==> config.mk <==
export PLATFORM = sky130hd
export DESIGN_NAME = lane_arbiter_fsm
export DESIGN_NICKNAME = d
export VERILOG_FILES = /design/src/rtl/lane_pkg.sv /design/src/rtl/passage_tracker.sv /design/src/rtl/lane_arbiter_fsm.sv
export SDC_FILE = /design/constraint.sdc
export NUM_CORES = 1
export LEC_CHECK = 0
export BUFFER_PORTS_ARGS = -buffer_cell sky130_fd_sc_hd__buf_2
export CAP_MARGIN = 15
export CORE_UTILIZATION = 23
export DETAILED_ROUTE_END_ITERATION = 10
export PLACE_DENSITY = 0.39
export REMOVE_ABC_BUFFERS = 1
export SYNTH_ARGS = -nofsm -noshare
export SYNTH_HDL_FRONTEND = slang
export SYNTH_SLANG_ARGS = --single-unit
export TNS_END_PERCENT = 5
==> constraint.sdc <==
create_clock -name Clk -period 3.7 [get_ports Clk]
set_input_delay 0.74 -clock Clk [delete_from_list [all_inputs] [get_ports Clk]]
set_output_delay 0.74 -clock Clk [all_outputs]
set_load 0.05 [all_outputs]
==> src/rtl/lane_pkg.sv <==
// Shared types for the single-lane passage arbiter.
// Arbiter/tracker encodings, lane direction and sensor codes.
package lane_pkg;

  typedef enum logic [1:0] {
    IDLE    = 2'b00,
    GNT_IN  = 2'b01,
    GNT_OUT = 2'b10,
    HOLD    = 2'b11
  } arb_state_t;

  typedef enum logic [1:0] {
    T_IDLE = 2'b00,
    T_1    = 2'b01,
    T_2    = 2'b10,
    T_3    = 2'b11
  } trk_state_t;

  typedef enum logic {
    DIR_IN  = 1'b0,
    DIR_OUT = 1'b1
  } dir_t;

  localparam logic [1:0] S_CLR  = 2'b00;
  localparam logic [1:0] S_OUT  = 2'b10;
  localparam logic [1:0] S_BOTH = 2'b11;
  localparam logic [1:0] S_INN  = 2'b01;

  // Beam that a car breaks first when travelling in direction d.
  function automatic logic [1:0] lead_code(input dir_t d);
    return (d == DIR_IN) ? S_OUT : S_INN;
  endfunction

  function automatic logic [1:0] trail_code(input dir_t d);
    return (d == DIR_IN) ? S_INN : S_OUT;
  endfunction

endpackage

==> src/rtl/passage_tracker.sv <==
// Follows the two-beam sensor sequence of one car in a given direction.
// Pulses complete on the clear code that ends a full passage.
module passage_tracker
  import lane_pkg::*;
(
  input  logic       Clk,
  input  logic       Rst,
  input  logic       enable,
  input  dir_t       direction,
  input  logic [1:0] Din,
  output logic       complete,
  output logic       idle
);

  trk_state_t state, nxt;
  logic [1:0] c1, c3;

  assign c1   = lead_code(direction);
  assign c3   = trail_code(direction);
  assign idle = (state == T_IDLE);

  always_ff @(posedge Clk) begin
    if (Rst) state <= T_IDLE;
    else     state <= nxt;
  end

  always_comb begin
    nxt      = state;
    complete = 1'b0;
    if (!enable) begin
      nxt = T_IDLE;
    end else begin
      unique case (state)
        T_IDLE: if (Din == c1) nxt = T_1;
        T_1: begin
          if (Din == S_BOTH)     nxt = T_2;
          else if (Din == S_CLR) nxt = T_IDLE;
        end
        T_2: begin
          if (Din == c3)      nxt = T_3;
          else if (Din == c1) nxt = T_1;
        end
        T_3: begin
          if (Din == S_CLR) begin
            nxt      = T_IDLE;
            complete = 1'b1;
          end else if (Din == S_BOTH) begin
            nxt = T_2;
          end
        end
        default: nxt = T_IDLE;
      endcase
    end
  end

endmodule

==> src/rtl/lane_arbiter_fsm.sv <==
// Single-lane entry/exit arbiter with occupancy count and idle timeout.
// Define LANE_STATS_EN to add the TotalIn / AbortCnt statistics outputs.
module lane_arbiter_fsm
  import lane_pkg::*;
#(
  parameter int CAPACITY = 7,
  parameter int CNT_W    = 3,
  parameter int TIMEOUT  = 15,
  parameter int TMR_W    = 4
) (
  input  logic             Clk,
  input  logic             Rst,
  input  logic             ReqIn,
  input  logic             ReqOut,
  input  logic [1:0]       Din,
  output logic             GrantIn,
  output logic             GrantOut,
  output logic [CNT_W-1:0] Cntr,
  output logic             Full,
  output logic             Empty,
  output logic             Abort
`ifdef LANE_STATS_EN
  ,
  output logic [7:0]       TotalIn,
  output logic [7:0]       AbortCnt
`endif
);

  arb_state_t       state, nxt;
  dir_t             last;
  dir_t             trk_dir;
  logic [TMR_W-1:0] timer;
  logic             granted;
  logic             complete;
  logic             trk_idle;
  logic             timeout;
  logic             elig_in;
  logic             elig_out;

  assign Full     = (Cntr == CNT_W'(CAPACITY));
  assign Empty    = (Cntr == '0);
  assign GrantIn  = (state == GNT_IN);
  assign GrantOut = (state == GNT_OUT);
  assign granted  = GrantIn | GrantOut;
  assign trk_dir  = GrantOut ? DIR_OUT : DIR_IN;
  assign elig_in  = ReqIn & ~Full;
  assign elig_out = ReqOut & ~Empty;
  assign timeout  = granted & trk_idle
                  & (timer == TMR_W'(TIMEOUT - 1));

  passage_tracker u_trk (
    .Clk       (Clk),
    .Rst       (Rst),
    .enable    (granted),
    .direction (trk_dir),
    .Din       (Din),
    .complete  (complete),
    .idle      (trk_idle)
  );

  always_comb begin
    nxt = state;
    unique case (state)
      IDLE: begin
        if (elig_in && elig_out)
          nxt = (last == DIR_OUT) ? GNT_IN : GNT_OUT;
        else if (elig_in)
          nxt = GNT_IN;
        else if (elig_out)
          nxt = GNT_OUT;
      end
      GNT_IN, GNT_OUT: begin
        if (complete || timeout) nxt = HOLD;
      end
      HOLD:    nxt = IDLE;
      default: nxt = IDLE;
    endcase
  end

  always_ff @(posedge Clk) begin
    if (Rst) begin
      state <= IDLE;
      last  <= DIR_OUT;
      timer <= '0;
      Cntr  <= '0;
      Abort <= 1'b0;
    end else begin
      state <= nxt;
      Abort <= timeout;
      if (granted && trk_idle && !timeout)
        timer <= timer + TMR_W'(1);
      else
        timer <= '0;
      if (complete) begin
        last <= trk_dir;
        // Saturation is only a guard; eligibility already gates this.
        if (trk_dir == DIR_IN && !Full)
          Cntr <= Cntr + CNT_W'(1);
        else if (trk_dir == DIR_OUT && !Empty)
          Cntr <= Cntr - CNT_W'(1);
      end
    end
  end

`ifdef LANE_STATS_EN
  always_ff @(posedge Clk) begin
    if (Rst) begin
      TotalIn  <= '0;
      AbortCnt <= '0;
    end else begin
      if (complete && trk_dir == DIR_IN)
        TotalIn <= TotalIn + 8'd1;
      if (timeout && AbortCnt != 8'hFF)
        AbortCnt <= AbortCnt + 8'd1;
    end
  end
`else
  // Statistics counters are not built in this configuration.
`endif

endmodule

==> results.toml, run 1 <==
[global_routing]
grt_max_degree = 9
overflow = 0
antenna_found_initial = 0
gr-usage-all-layers = 0.09922
grt_pass1_vias = 543
grt_pass1_wl_um = 2546

[floorplanning]
core-area_sq_um = 3078
pin_count = 14
start_util = 0.2451
die_w_um = 59.28
die_area_sq_um = 3514
die_h_um = 59.28
fp-row-count = 20

[routing]
wl_met2_um = 657
routed.top_layer = "met4"
ant_nets = 0
routed-wl-met3_um = 57
drt_wl_total_um = 1465
viasPerCell = 4.396
first_pass_iters = 4
drtIter0Drc = 13
vias = 611
routedWlPerCell_um = 10.54
m1WireLength_um = 740
drc_errors = 0

[sta]
post-route-min-period_ns = 2.195
tns_ns = 0
finClkSkew_ns = 0.009327
slew_headroom = 0.7835
tightest_slew_ns = 0.3165
drv_slew = 0
hold_viol_final = 0
rsz0062_at_grt = "no"
fmax_mhz = 455.5
finalSetupViolCount = 0
period_share = 0.5933

[placement]
place.port_buffers = 13
hpwl_um = 1079
dp.cells = 135
place_congestion = 0.7164

[clock_network]
htreeDepth = 1
post_cts_buffers = 0
hold_buffers = 0
cts_tree = "built"
cts_buffers = 3
insertion_delay_ns = 0.28
clkTransAtPathRegs_ns = 0.09
clockBufferDepth = 2
cts_root_buf = "clkbuf_4"
cts_resized = 0
clkSinkCount = 13

[setup_path]
start_kind = "register"
r2r_setup_slack_ns = 1.50
startpoint = "state[0]$_SDFFE_PP0P_"
crit_type = "reg2reg"
required_ns = 3.91
reg2reg_from = "state[0]$_SDFFE_PP0P_"
rr_endpoint = "Cntr[2]$_SDFFE_PP0P_"
path_max_fanout = 7
critPathCaptureType = "register"
worstPathArrival_ns = 2.40
ff2ff_path_depth = 8

[finish]
layout-drive-gt1-share = 0.2211
num_antenna_cells = 0
final_cell_mix = "13 x dfxtp_1, 13 x buf_2, 8 x nor2_1"
layoutNonFillerInstCount = 139
final_nets = 109
synthToLayoutAreaGrowth_pct = 17.91

[power]
clockPowerShare = 0.181
power.leakage_nw = 0.3733
cell_internal_pwr_w = 0.0002860
power_frac_seq = 0.343
swShare = 0.4344
combPwrFrac = 0.476
ir_drop_uv = 244.2
power.density_nw_per_um2 = 568.4
p_switching_w = 0.0002197

[synth]
syn-cell-area_sq_um = 754.5
synth_area_leader_cell = "dfxtp_1"
ys_seq_elements = 13
ys_types = 30
synth_warnings = 0
synth_top_cell_area_share = 0.3449
seq_area_frac_synth = 0.3449
netlist_instances = 79
synthTopCellsByArea = "dfxtp_1 34%, ha_1 10%, xor2_1 4.6%"
postSynthAreaPerCell_sq_um = 9.550

[worst_hold_path]
hold_class = "reg2reg"
min_path_cells = 1
holdCritStartpoint = "timer[0]$_SDFF_PP0_"
whs_endpoint = "timer[0]$_SDFF_PP0_"

[status]
outcome = "finished clean"

[run]
max_cap_violations = 0
[how the worst max path moves through the flow]
stage	endpoint	slack (ns)	cells past startpoint
global route	Cntr[2]$_SDFFE_PP0P_	1.36	8
floorplan	Empty	1.19	1
detailed placement	Cntr[2]$_SDFFE_PP0P_	1.52	8
finish	Cntr[2]$_SDFFE_PP0P_	1.50	8
global placement	Cntr[2]$_SDFFE_PP0P_	1.59	8
CTS	Cntr[2]$_SDFFE_PP0P_	1.49	8
[worst max-delay path: stages (launching register included)]
cell     delay, ns
dfxtp_1       0.34
inv_1         0.08
ha_1          0.31
a31oi_2       0.30
inv_1         0.10
fa_1          0.38
xor2_1        0.17
or3_1         0.31
a21oi_1       0.14
[per-stage QoR]
step | instance area [sq um] | worst slack, ns | hold WS [ns] | total power, W | utilization
after global routing | 889.6 | 1.357 | 0.4940 | 0.0005471 | 0.2890
after global placement | 863.3 | 1.593 | 0.4538 | 0.0004206 | 0.2805
after CTS | 889.6 | 1.491 | 0.4706 | 0.0005141 | 0.2890
after detailed placement | 863.3 | 1.516 | 0.4505 | 0.0004193 | 0.2805
after floorplan | 743.2 | 1.186 | 0.4300 | 0.0003720 | -
final | 889.6 | 1.505 | 0.4656 | 0.0005057 | 0.2890
[cell usage after synthesis]
cell	count
o21ai_0	1
a31oi_1	1
mux2_1	1
or3_1	2
a31oi_2	1
mux2i_1	3
ha_1	6
nand2_1	4
nor3_1	4
a21oi_1	3
dfxtp_1	13
buf_6	1
inv_1	6
o31a_1	2
o2111ai_1	1
a2111oi_0	1
xor2_1	4
o22ai_1	1
nand3b_1	1
xnor2_1	2
o211ai_4	1
nor2_1	8
nand2b_1	3
and4bb_2	1
o211ai_1	1
fa_1	1
a32oi_2	1
nand3_1	3
or3b_2	1
nor4_1	1
[area by class of cell]
type | count | area (sq um)
clock buffers | 4 | 26.28
fillers | 342 | 2188
inverters | 6 | 22.52
multi-input cells | 59 | 460.4
flip-flops and latches | 13 | 260.3
well taps | 44 | 55.05
repair buffers | 13 | 65.06
[metal layers]
metal  vias to the layer above  GRT usage
li1                        312          -
met1                       286     0.1348
met5                         -          0
met2                        11     0.1429
met4                         0    0.03061
met3                         2    0.03930
[sequential cells by signal, summed over array words and instances, names as in the netlist]
signal,count
Abort,1
Cntr,3
last,1
state,2
timer,4
u_trk.state,2
[cells by family (layout without fill, tap and decap cells)]
kind of cell / after synthesis / in the layout / synth area share
simple gates: 28 / 28 / 0.1940
compound gates: 14 / 14 / 0.1659
flops: 13 / 13 / 0.3449
fa+ha+maj: 7 / 7 / 0.1260
buf+inv: 7 / 23 / 0.04477
xor+xnor: 6 / 6 / 0.06965
mux: 4 / 4 / 0.05473
[power groups by stage]
stage | Sequential, W | Clock (W) | Combinational [W]
finish | 0.000173 | 0.0000914 | 0.000241
global route | 0.000176 | 0.000104 | 0.000266
CTS | 0.000173 | 0.0000977 | 0.000243
detailed placement | 0.000176 | 0 | 0.000243
global placement | 0.000177 | 0 | 0.000243
floorplan | 0.000173 | 0 | 0.000199
No activity file was read; power rests on OpenSTA's default activity.
==> inputs of run 2 (changes only) <==
PLACE_DENSITY = 0.4   (was 0.39)
clock period = 1.99 ns   (was 3.7 ns; I/O delays follow)
==> results.toml, run 2 (synthesis results as in run 1) <==
[global_routing]
grt_max_degree = 9
gr-usage-all-layers = 0.1005
grt_pass1_wl_um = 2622
grt_pass1_vias = 585
antenna_found_initial = 0
overflow = 0

[run]
max_cap_violations = 0

[placement]
placedInstanceArea_sq_um = 900.9
place_congestion = 0.7025
place.port_buffers = 13
dp.cells = 140
hpwl_um = 1193

[worst_hold_path]
holdCritStartpoint = "Rst"
hold_class = "in2reg"

[clock_network]
hold_buffers = 0
cts_buffers = 3
clockBufferDepth = 2
htreeDepth = 1
cts_root_buf = "clkbuf_4"
clkTransAtPathRegs_ns = 0.08
cts_tree = "built"
clkSinkCount = 13
insertion_delay_ns = 0.27

[sta]
hold_viol_final = 0
period_share = 0.9440
post-route-min-period_ns = 1.879
rsz0062_at_grt = "no"
drv_slew = 0
finalSetupViolCount = 0
tns_ns = 0
finClkSkew_ns = 0.003935
slew_headroom = 0.7480
hold_ws_ns = 0.3784
fmax_mhz = 532.3
tightest_slew_ns = 0.3685

[routing]
vias = 623
drtIter0Drc = 17
ant_nets = 0
drt_wl_total_um = 1502
first_pass_iters = 4
viasPerCell = 4.326
routedWlPerCell_um = 10.43
drc_errors = 0

[finish]
layout-drive-gt1-share = 0.2900
fillers = 343
final_common_cell = "buf_2"
synthToLayoutAreaGrowth_pct = 23.88
num_antenna_cells = 0
layoutNonFillerInstCount = 144
final_cell_mix = "13 x buf_2, 12 x dfxtp_1, 8 x nor2_1"
largest_reg_flops = 4
final_nets = 114
design_area_sq_um = 934.6
top_register = "timer"
reg.largest.list = "timer (4), Cntr (3)"

[floorplanning]
die_w_um = 59.28
pin_count = 14
core-area_sq_um = 3078
fp-row-count = 20
die_h_um = 59.28
start_util = 0.2451
die_area_sq_um = 3514

[power]
power.density_nw_per_um2 = 1068
power.leakage_nw = 0.3968
power_frac_seq = 0.324
swShare = 0.4145
combPwrFrac = 0.514
cell_internal_pwr_w = 0.0005843
clockPowerShare = 0.162
p_switching_w = 0.0004136
ir_drop_uv = 364.6

[setup_path]
critPathCaptureType = "register"
reg2reg_from = "state[0]$_SDFFE_PP0P_"
startpoint = "state[0]$_SDFFE_PP0P_"
worstPathArrival_ns = 2.09
required_ns = 2.20
path_max_fanout = 2
crit_type = "reg2reg"
start_kind = "register"

[status]
outcome = "finished clean"
run 2: cell types whose count changed in the layout (fill, tap and decap cells not counted):
| cell | before | now |
|---|---|---|
| ha_2 | 0 | 1 |
| dfxtp_1 | 13 | 12 |
| dfxtp_2 | 0 | 1 |
| buf_4 | 0 | 5 |
| ha_1 | 6 | 5 |
| a21oi_1 | 3 | 2 |
| a21oi_2 | 0 | 1 |
run 2: cell type report:
| class | count | area, sq um | share of cell area |
|---|---|---|---|
| flip-flops and latches | 13 | 261.5 | 0.2798 |
| well taps | 44 | 55.05 | 0.05890 |
| repair buffers | 18 | 102.6 | 0.1098 |
| inverters | 6 | 22.52 | 0.02410 |
| multi-input cells | 59 | 466.7 | 0.4993 |
| clock buffers | 4 | 26.28 | 0.02811 |
run 2: final timing paths:
kind / slack (ns) / cells past startpoint / end
worst max-delay path: 0.11 / 8 / Cntr[2]$_SDFFE_PP0P_
worst max register to register: 0.11 / 8 / Cntr[2]$_SDFFE_PP0P_
worst min register to register: 0.47 / 1 / timer[0]$_SDFF_PP0_
worst min-delay path: 0.38 / 2 / Cntr[2]$_SDFFE_PP0P_
run 2: metrics by stage:
| stage | utilization | power, W | setup WS [ns] |
|---|---|---|---|
| after floorplan | - | 0.0006916 | -0.4124 |
| after global placement | 0.2927 | 0.0008401 | 0.1427 |
| after detailed placement | 0.2927 | 0.0008446 | 0.08110 |
| after CTS | 0.3012 | 0.001014 | 0.04794 |
| after global routing | 0.3037 | 0.001086 | 0.01059 |
| final | 0.3037 | 0.0009978 | 0.1115 |
run 2: repair_timing:
item                                   4_1_cts  5_1_grt
resized for setup                            0        3
setup endpoints to repair                    0        1
setup buffers                                0        0
endpoints found under the hold margin        0        0
run 2: worst max-delay path, stage by stage, from the launching register on:
cell and delay (ns):
dfxtp_2 0.33, inv_1 0.05, ha_2 0.19, a31oi_2 0.16
inv_1 0.08, fa_1 0.37, xor2_1 0.17, or3_1 0.33
a21oi_2 0.14
run 2: layer usage:
| layer | vias up | GRT usage | share of wire |
|---|---|---|---|
| met5 | - | 0 | 0 |
| met4 | 0 | 0.02041 | 0.0067 |
| met3 | 2 | 0.03930 | 0.031 |
| met2 | 8 | 0.1685 | 0.47 |
| met1 | 288 | 0.1213 | 0.49 |
| li1 | 325 | - | - |
run 2: power groups by stage:
| stage | sequential (W) | combinational [W] | clock (W) |
|---|---|---|---|
| after floorplan | 0.000322 | 0.000370 | 0 |
| after global placement | 0.000328 | 0.000513 | 0 |
| after detailed placement | 0.000328 | 0.000517 | 0 |
| after CTS | 0.000322 | 0.000519 | 0.000172 |
| after global routing | 0.000331 | 0.000569 | 0.000186 |
| final | 0.000324 | 0.000513 | 0.000161 |
==> inputs of run 3 (changes only) <==
PLACE_DENSITY = not set   (was 0.4)
==> results.toml, run 3 (synthesis results as in run 1) <==
[setup_path]
rr_endpoint = "Cntr[2]$_SDFFE_PP0P_"
required_ns = 2.21
worstPathArrival_ns = 2.10
r2r_setup_slack_ns = 0.10
crit_type = "reg2reg"
ff2ff_path_depth = 8
start_kind = "register"
reg2reg_from = "state[0]$_SDFFE_PP0P_"
critPathCaptureType = "register"
path_max_fanout = 4

[finish]
final_cell_mix = "13 x buf_2, 12 x dfxtp_1, 8 x nor2_1"
seq_area_sq_um = 261.5
synthToLayoutAreaGrowth_pct = 25.04
layoutNonFillerInstCount = 143
multiInputGateArea_sq_um = 483.0
top_register = "timer"
final_common_cell = "buf_2"
reg.largest.list = "timer (4), Cntr (3)"
largest_reg_flops = 4
post-route-util = 0.3065
layout-drive-gt1-share = 0.3131
design_area_sq_um = 943.4
num_antenna_cells = 0
final_nets = 113
fillers = 338

[routing]
viasPerCell = 4.329
vias = 619
ant_nets = 0
routedWlPerCell_um = 10.83
drc_errors = 0
drt_wl_total_um = 1548
first_pass_iters = 4
drtIter0Drc = 13

[power]
power.density_nw_per_um2 = 1062
power.leakage_nw = 0.3932
ir_drop_uv = 288.6

[placement]
place_congestion = 0.6794
hpwl_um = 1140
dp_slack_ns = 0.07670
dp.cells = 139
place.port_buffers = 13
placedInstanceArea_sq_um = 893.4

[sta]
drv_slew = 0
finClkSkew_ns = 0.003229
hold_viol_final = 0
worst_slack_ns = 0.1049
rsz0062_at_grt = "no"
hold_ws_ns = 0.3690
post-route-min-period_ns = 1.885
fmax_mhz = 530.5
slew_headroom = 0.7222
tightest_slew_ns = 0.4162
period_share = 0.9473
finalSetupViolCount = 0

[clock_network]
hold_buffers = 0
clkSinkCount = 13
cts_buffers = 3
htreeDepth = 1
clkTransAtPathRegs_ns = 0.08
insertion_delay_ns = 0.28
cts_root_buf = "clkbuf_4"
clockBufferDepth = 2
cts_tree = "built"

[worst_hold_path]
holdCritStartpoint = "Rst"
hold_class = "in2reg"
min_path_cells = 2
whs_endpoint = "Cntr[2]$_SDFFE_PP0P_"

[floorplanning]
fp-row-count = 20
pin_count = 14
start_util = 0.2451
die_w_um = 59.28
die_area_sq_um = 3514
core-area_sq_um = 3078
die_h_um = 59.28

[global_routing]
antenna_found_initial = 0
grt_pass1_vias = 606
grt_max_degree = 9
gr-usage-all-layers = 0.09639
overflow = 0
grt_pass1_wl_um = 2559

[run]
max_cap_violations = 0

[status]
outcome = "finished clean"
[run 3: cell count changes in the layout (fill, tap and decap cells not counted)]
| cell | previous run | this run |
|---|---|---|
| a31oi_2 | 1 | 0 |
| a31oi_4 | 0 | 1 |
| buf_4 | 5 | 4 |
| fa_1 | 1 | 0 |
| fa_2 | 0 | 1 |
| inv_1 | 6 | 5 |
| inv_2 | 0 | 1 |
| or3_1 | 2 | 1 |
| or3_4 | 0 | 1 |
[run 3: per-layer routing]
layer	vias up	track usage	wire, um
met5	-	0	0
met4	0	0.03061	14
met3	2	0.03275	60
met2	10	0.1766	794
met1	288	0.1025	679
li1	319	-	-
[run 3: final cells by class]
cell class	count	area share
timing repair buffer	17	0.1008
clock buffer	4	0.02785
inverter	6	0.02387
tap	44	0.05836
multi-input combinational	59	0.5119
sequential	13	0.2772
[run 3: how the worst max path moves through the flow]
stage                                  endpoint             startpoint  cells past startpoint  slack, ns
after detailed placement   Cntr[2]$_SDFFE_PP0P_  state[0]$_SDFFE_PP0P_                      8       0.08
after floorplan           state[0]$_SDFFE_PP0P_   Cntr[0]$_SDFFE_PP0P_                      4      -0.41
after CTS                  Cntr[2]$_SDFFE_PP0P_  state[0]$_SDFFE_PP0P_                      8       0.03
after global routing       Cntr[2]$_SDFFE_PP0P_  state[0]$_SDFFE_PP0P_                      8       0.02
after global placement     Cntr[2]$_SDFFE_PP0P_  state[0]$_SDFFE_PP0P_                      8       0.12
final                      Cntr[2]$_SDFFE_PP0P_  state[0]$_SDFFE_PP0P_                      8       0.10
[run 3: what timing repair did]
action | in CTS | in global routing
setup endpoints to repair | 0 | 1
resized for setup | 0 | 7
setup buffers | 0 | 0
[run 3: metrics by stage]
step                total power [W]  setup TNS, ns
global placement          0.0008132              0
global route               0.001088              0
detailed placement        0.0008198              0
floorplan                 0.0006916         -1.309
finish                     0.001002              0
CTS                       0.0009991              0
[run 3: critical path, stage by stage, from the launching register on]
cell     delay [ns]
dfxtp_2        0.34
inv_2          0.05
ha_2           0.20
a31oi_4        0.15
inv_1          0.07
fa_2           0.33
xor2_1         0.18
or3_4          0.37
a21oi_2        0.13
[run 3: report_power, final]
group          switching, W  total [W]  internal (W)
logic              0.000302   0.000509      0.000208
clock network     0.0000885   0.000166     0.0000777
registers         0.0000300   0.000326      0.000296
